`config.mk`:
```
export PLATFORM = sky130hd
export DESIGN_NAME = minmax_tracker
export DESIGN_NICKNAME = d
export VERILOG_FILES = /design/src/rtl/minmax_tracker.sv
export SDC_FILE = /design/constraint.sdc
export NUM_CORES = 1
export LEC_CHECK = 0
export BUFFER_PORTS_ARGS = -buffer_cell sky130_fd_sc_hd__buf_2
export CAP_MARGIN = 10
export CORE_ASPECT_RATIO = 0.9
export CORE_MARGIN = 3
export CORE_UTILIZATION = 48
export DETAILED_ROUTE_END_ITERATION = 8
export GPL_TIMING_DRIVEN = 1
export PLACE_DENSITY_LB_ADDON = 0.2
export SYNTH_ARGS = -nofsm -noshare
export SYNTH_HDL_FRONTEND = slang
export SYNTH_SLANG_ARGS = --single-unit
```
`constraint.sdc`:
```
create_clock -name clk -period 2.7 [get_ports clk]
set_clock_uncertainty 0.1 [all_clocks]
set_input_delay 0.27 -clock clk [delete_from_list [all_inputs] [get_ports clk]]
set_output_delay 0.27 -clock clk [all_outputs]
set_load 0.02 [all_outputs]
```
`src/rtl/minmax_tracker.sv`:
```
// minmax_tracker: streaming unsigned min/max/count tracker for one packet
// of S-bit samples delivered over a valid/ready handshake.
// Optional feature: define MINMAX_IDX_EN to add min_idx/max_idx, the 0-based
// index of the first occurrence of each extremum.
module minmax_tracker #(
   parameter int S  = 8,
   parameter int CW = 8
) (
   input  logic          clk,
   input  logic          rst_n,
   input  logic          start,
   input  logic          in_valid,
   input  logic [S-1:0]  in_data,
   input  logic          in_last,
   output logic          in_ready,
   output logic [S-1:0]  min_out,
   output logic [S-1:0]  max_out,
   output logic [CW-1:0] count,
   output logic          done
`ifdef MINMAX_IDX_EN
   ,
   output logic [CW-1:0] min_idx,
   output logic [CW-1:0] max_idx
`endif
);

   typedef enum logic [1:0] {
      IDLE = 2'd0,
      RUN  = 2'd1,
      DONE = 2'd2
   } state_t;

   state_t state, state_nxt;

   logic          accept;
   logic          first;
   logic          lt_min;
   logic          gt_max;
   logic [CW-1:0] count_inc;

   // Handshake flags decode straight from the state register.
   assign in_ready = (state == RUN);
   assign done     = (state == DONE);

   // start wins over a same-cycle sample, so the sample is dropped.
   assign accept    = in_valid && in_ready && !start;
   assign first     = (count == '0);
   assign lt_min    = (in_data < min_out);
   assign gt_max    = (max_out < in_data);
   assign count_inc = (count == '1) ? count : count + 1'b1;

   // State register.
   always_ff @(posedge clk or negedge rst_n) begin
      if (!rst_n) begin
         state <= IDLE;
      end else begin
         state <= state_nxt;
      end
   end

   // Next-state logic: start from any state opens a packet; last accept closes it.
   always_comb begin
      state_nxt = state;
      if (start) begin
         state_nxt = RUN;
      end else begin
         case (state)
            RUN:     if (in_valid && in_last) state_nxt = DONE;
            default: state_nxt = state;
         endcase
      end
   end

   // Statistics registers: cleared by start, updated on every accepted sample.
   always_ff @(posedge clk or negedge rst_n) begin
      if (!rst_n) begin
         min_out <= '0;
         max_out <= '0;
         count   <= '0;
`ifdef MINMAX_IDX_EN
         min_idx <= '0;
         max_idx <= '0;
`endif
      end else if (start) begin
         min_out <= '0;
         max_out <= '0;
         count   <= '0;
`ifdef MINMAX_IDX_EN
         min_idx <= '0;
         max_idx <= '0;
`endif
      end else if (accept) begin
         count <= count_inc;
         if (first) begin
            min_out <= in_data;
            max_out <= in_data;
`ifdef MINMAX_IDX_EN
            min_idx <= '0;
            max_idx <= '0;
`endif
         end else begin
            // Strict compares: ties keep the earlier index.
            if (lt_min) begin
               min_out <= in_data;
`ifdef MINMAX_IDX_EN
               min_idx <= count;
`endif
            end
            if (gt_max) begin
               max_out <= in_data;
`ifdef MINMAX_IDX_EN
               max_idx <= count;
`endif
            end
         end
      end
   end

endmodule

```
# Yosys cells after proc, flatten, opt, wreduce, memory -nomap -nowiden
# Cells that the tools add are included.
totals:
  register_bits: 26
  inputBits: 13
  output_inout_bits: 26
classes:
  add_sub_neg: 1
  order_cmp: 2
  n_eq_ne: 4
  muxes: 14
  reduce_logical: 14
op_table:
  columns: ["cell", "count"]
  rows:
  - ["8-bit 2-to-1 mux", 11]
  - ["8-bit less-than comparator", 2]
  - ["8-bit by 1-bit adder with 8-bit output, second input constant", 1]
  - ["8-bit equality test, second input constant", 1]
  - ["8-bit zero test", 1]
  - ["2-bit AND reduction", 4]
  - ["2-bit 2-to-1 mux", 3]
  - ["2-bit nonzero test", 3]
  - ["3-bit nonzero test", 2]
  - ["1-bit logical AND", 3]
  - ["2-bit by 1-bit equality test with 1-bit output, second input constant", 1]
  - ["2-bit equality test, second input constant", 1]
  - ["2-bit != test, second input constant", 1]
  - ["1-bit zero test", 1]

# Logic depth before layout (Yosys ltp)
depth:
  ltp_word: 5
  ltp_mapped: 7
  mapped_depth_nobuf: 7

# Worst setup path after synthesis
# Ideal clock, no wire load.
synth_timing:
  path_type: "register to register"
  startpoint: "reg count[0]"
  endpoint: "reg max_out[0]"
  setup_time_ns: 0.121
  arrival_ns: 1.864
  required_ns: 2.479
  setup_slack_ns: 0.615
  path_stages_with_launch: 8
  n_path_buf: 0
  period_less_slack_ns: 2.085
  path_cell_list: "dfrtp_1 inv_1 ha_1 or4b_4 nor4_4 a31o_4 a31oi_4 a22o_1"
synth_between:
  elab_chain_len: 4
  elab_cells_between_ends: 6
  classes_between: "mux (3); reduce/logical (3)"
synth_rtl:
  columns: ["element", "line", "source"]
  rows:
  - ["start: declaration", "18", "output logic [CW-1:0] count,"]
  - ["start signal: assignment", "93", "count <= count_inc;"]
  - ["8-bit zero test (*)", "47", "assign first = (count == '0);"]
  - ["8-bit 2-to-1 mux", "94", "if (first) begin"]
  - ["8-bit 2-to-1 mux", "92", "end else if (accept) begin"]
  - ["8-bit 2-to-1 mux", "84", "end else if (start) begin"]
  - ["end signal: assignment", "96", "max_out <= in_data;"]
  - ["end signal: assignment", "110", "max_out <= in_data;"]
  - ["end: declaration", "17", "output logic [S-1:0] max_out,"]
# Mark *: on every way between the ends. The rest lies on a longest branch, timed or not. The select of a mux whose other input is x is not followed.
# A chain may end at the register's enable or synchronous reset.

# Worst setup path after layout
layout_timing:
  startpoint: "reg count[0]"
  endpoint: "reg max_out[5]"
# Same word-level chain as after synthesis.

==> results by group <==
Outcome
  • Run status: finished, final reports clean

Synth
  • Cells after Synth: 155
  • Share of Yosys cell area claimed by the top area cell type: 0.406
  • Cell type contributing the most total cell area after synthesis: sky130_fd_sc_hd__dfrtp_1
  • Area share of fa/ha/maj cells after synthesis: 0.125
  • Share of the synthesized netlist area taken by xor and xnor gates: 0.0328
  • Post-Syn Nets: 184
  • Fraction of synthesized area in multiplexers: 0
  • Flip-flop and latch count after synthesis: 26
  • Main combinational cell family by area after synthesis: compound AO/OA/AOI/OAI gates
  • Area fraction in compound gates after synthesis: 0.226
  • Sequential area share after synthesis: 0.406
  • Post-Synth Simple-Gate Area: 0.161
  • Number of warnings issued by yosys: 0
  • Area of the mapped netlist: between 1500 and 2000 µm²
  • Synthesized area per cell: 10.3 µm²
  • Count of distinct cell types in the synthesized netlist: 37
  • Leading post-synthesis cells by cell area: sky130_fd_sc_hd__dfrtp_1 (41%), sky130_fd_sc_hd__ha_1 (12%), sky130_fd_sc_hd__a22o_1 (8.7%)

Final layout
  • Area of the multi-input gates: 875 µm²
  • Layout net count: 227
  • # diodes: 0
  • Post-route cell area: 1910 µm²
  • Sequential cell area in the final layout: 651 µm²
  • Post-synthesis to final-layout area growth: 19.0%
  • Number of fill cells in the layout: 266
  • Share of cells above drive strength 1: 0.259

Placement
  • Sum of net half-perimeters after detailed placement: around 2700 µm
  • Standard cell area after detailed placement: 1840 µm²
  • Gpl congestion: 0.875
  • Number of input and output port buffers inserted: 38

STA
  • Total count of hold-check failures in the final report: 0
  • Worst Tran Pin Value: 0.637 ns
  • Setup TNS: 0 ns
  • Count of endpoints failing setup in the final report: 0
  • Worst hold slack after final layout: 0.172 ns
  • Max-slew headroom at the worst pin: 0.572
  • Setup repair after global routing missed its margin: false
  • Maximum clock rate: 0.473 GHz
  • Max-slew violation count: 0
  • Final clock period utilization by the worst path: 0.783
  • Post-layout min period: 2.11 ns

Clock tree
  • Number of levels the H-tree was split into: 1
  • Post CTS Setup Buffer Count: 0
  • Hold bufs inserted after CTS: 1
  • Number of CTS-inserted buffers: 3
  • Buffer depth of the longest clock path: 2
  • Clk Latency, worst-skew pair: 0.27 ns
  • Root Buffer Master: sky130_fd_sc_hd__clkbuf_8
  • Total clock sinks: 26
  • Clock-pin slew on the worst setup and hold paths: roughly 0.090 ns
  • Clock tree from TritonCTS: yes
  • Post-cts sizing count: 0

Die
  • Total die area: about 4100 µm²
  • Number of placement rows: 19
  • Effective utilization at floorplan: 0.515
  • Boundary Pins: 39
  • DIE HEIGHT: just over 60 µm
  • Horizontal die dimension: ~67 µm
  • Core Box Area: 3110 µm²

Worst setup path
  • Max incr delay on CP: 0.47 ns
  • Arrival time worst endpoint: around 2.2 ns
  • Category of the critical setup timing path: reg2reg
  • Cell type of the slowest stage on the worst timing path: sky130_fd_sc_hd__or4b_4
  • Critical path launch point type: register
  • Critical Path, Cell by Cell: inv_1, ha_1, or4b_4, nor4_4, a31o_4, a31oi_4, a22o_1
  • Max FO, Critical Path: 8
  • Required time of the worst setup path: 2.76 ns
  • Kind of end point of the critical path: register

Power
  • Internal power: 685 µW
  • Worst VDD drop: about 0.38 mV
  • Switching power total: approximately 340 µW
  • Static leakage power: 0.000955 µW
  • Combinational share of power: 0.314
  • Power per cell area: 539 nW/µm²
  • Power share of the clock group: 0.240
  • Switching Share: 0.334
  • Proportion of power drawn by flip-flops and latches: 0.445

Routing
  • Per-cell via count in the routed design: between 5 and 6
  • Routed Antenna Nets: 0
  • Routed Wire Length: 3410 µm
  • # DRC: 0
  • Wire length per cell: 14.3 µm
  • Number of search-and-repair iterations in the first detailed-routing pass: 4
  • Count of routing violations after the opening detailed-route iteration: 74
  • Via count of the routed design: 1323

Global routing
  • Number of antenna violations at the first check in global routing: 0
  • First-pass GRT wire length: ~5700 µm
  • Overall routing resource usage: 0.185
  • Overflow after GRT: 0
  • Vias in the first global route: between 1000 and 1500
  • Pin count of the biggest net entering global routing: 27

Run
  • Max Cap Violations: 0

Hold path
  • Path category of the worst min-delay check: in2reg
## registers in the layout (all words and copies together), names as in the netlist
| register | cells |
|---|---|
| state | 2 |
| max_out | 8 |
| count | 8 |
| min_out | 8 |
## path summary, 6_finish.rpt
kind                                              from                      to  slack (ns)  cells after the start
worst min register to register  min_out[7]$_DFFE_PN0P_  min_out[7]$_DFFE_PN0P_        0.44                      1
worst min-delay path                        in_data[0]  max_out[0]$_DFFE_PN0P_        0.17                      2
min in group asynchronous                        rst_n  max_out[4]$_DFFE_PN0P_        0.43                      2
worst max-delay path              count[0]$_DFFE_PN0P_  max_out[5]$_DFFE_PN0P_        0.59                      7
worst max register to register    count[0]$_DFFE_PN0P_  max_out[5]$_DFFE_PN0P_        0.59                      7
max in group asynchronous                        rst_n    count[7]$_DFFE_PN0P_        1.69                      2
## Yosys cell counts, drive strengths merged
cell type and count:
dfrtp 26, a21o 2, nor4b 2, nand3 3
a31oi 3, nor4 5, and3b 1, a21oi 6
xnor2 6, nor2 11, o21a 1, o21ai 7
or3 1, or4 1, nand2b 2, nor3b 1
ha 16, a211o 1, a2111oi 1, nor2b 3
a22o 16, and3 1, nand2 7, inv 20
a211oi 1, o22ai 1, or4b 1, o211ai 2
a31o 2, nand3b 1, clkbuf 1, nor3 3
## logic make-up (layout without fill, tap and decap cells)
| group | Yosys count | after routing |
|---|---|---|
| flops | 26 | 26 |
| xor+xnor | 6 | 6 |
| buf+inv | 21 | 63 |
| fa+ha+maj | 16 | 16 |
| simple gates | 43 | 43 |
| compound gates | 43 | 43 |
## power by group through the flow
| stage | clock network, µW | logic (µW) | registers (µW) |
|---|---|---|---|
| after CTS | 256 | 328 | 458 |
| after detailed placement | 0 | 326 | 466 |
| after floorplan | 0 | 183 | 503 |
| after global placement | 0 | 316 | 462 |
| after global routing | 276 | 363 | 463 |
| final | 247 | 324 | 458 |
## cells in the final DEF, fill, tap and decap left out, types with 3 or more instances in the layout
cell                       count
sky130_fd_sc_hd__nor3_1        3
sky130_fd_sc_hd__nor2_1       11
sky130_fd_sc_hd__o21ai_0       7
sky130_fd_sc_hd__clkbuf_8      4
sky130_fd_sc_hd__nor4_1        3
sky130_fd_sc_hd__a21oi_1       6
sky130_fd_sc_hd__a22o_1       16
sky130_fd_sc_hd__buf_2        38
sky130_fd_sc_hd__nand2_1       7
sky130_fd_sc_hd__dfrtp_1      26
sky130_fd_sc_hd__xnor2_1       6
sky130_fd_sc_hd__nand3_1       3
sky130_fd_sc_hd__inv_1        20
sky130_fd_sc_hd__ha_1         16
## per-stage QoR
stage	power [µW]	instances	setup slack [ns]	utilization
floorplan	685	155	0.615	-
CTS	1040	239	0.570	0.613
global route	1100	239	0.424	0.613
detailed placement	791	234	0.583	0.592
finish	1030	239	0.586	0.613
global placement	778	234	0.649	0.592
## layer usage
layer,share of wire,track usage
met3,0.053,0.0407
met1,0.49,0.273
met4,0.0067,0.0434
met5,0,0
met2,0.45,0.278
## area by class of cell
class	instances	share of cell area
timing repair buffer	39	0.105
tap	42	0.0275
inverter	20	0.0393
sequential	26	0.341
multi-input combinational	108	0.458
clock buffer	4	0.0289
## critical path: cells and delay by family (launching register included)
family                   cells  cell delay [ns]
AO/OA/AOI/OAI                3             0.57
adder cells (fa/ha/maj)      1             0.14
buffers and inverters        1             0.09
flip-flops                   1             0.43
AND/OR/NAND/NOR              2             0.68
Power figures use the tool's default switching activity.
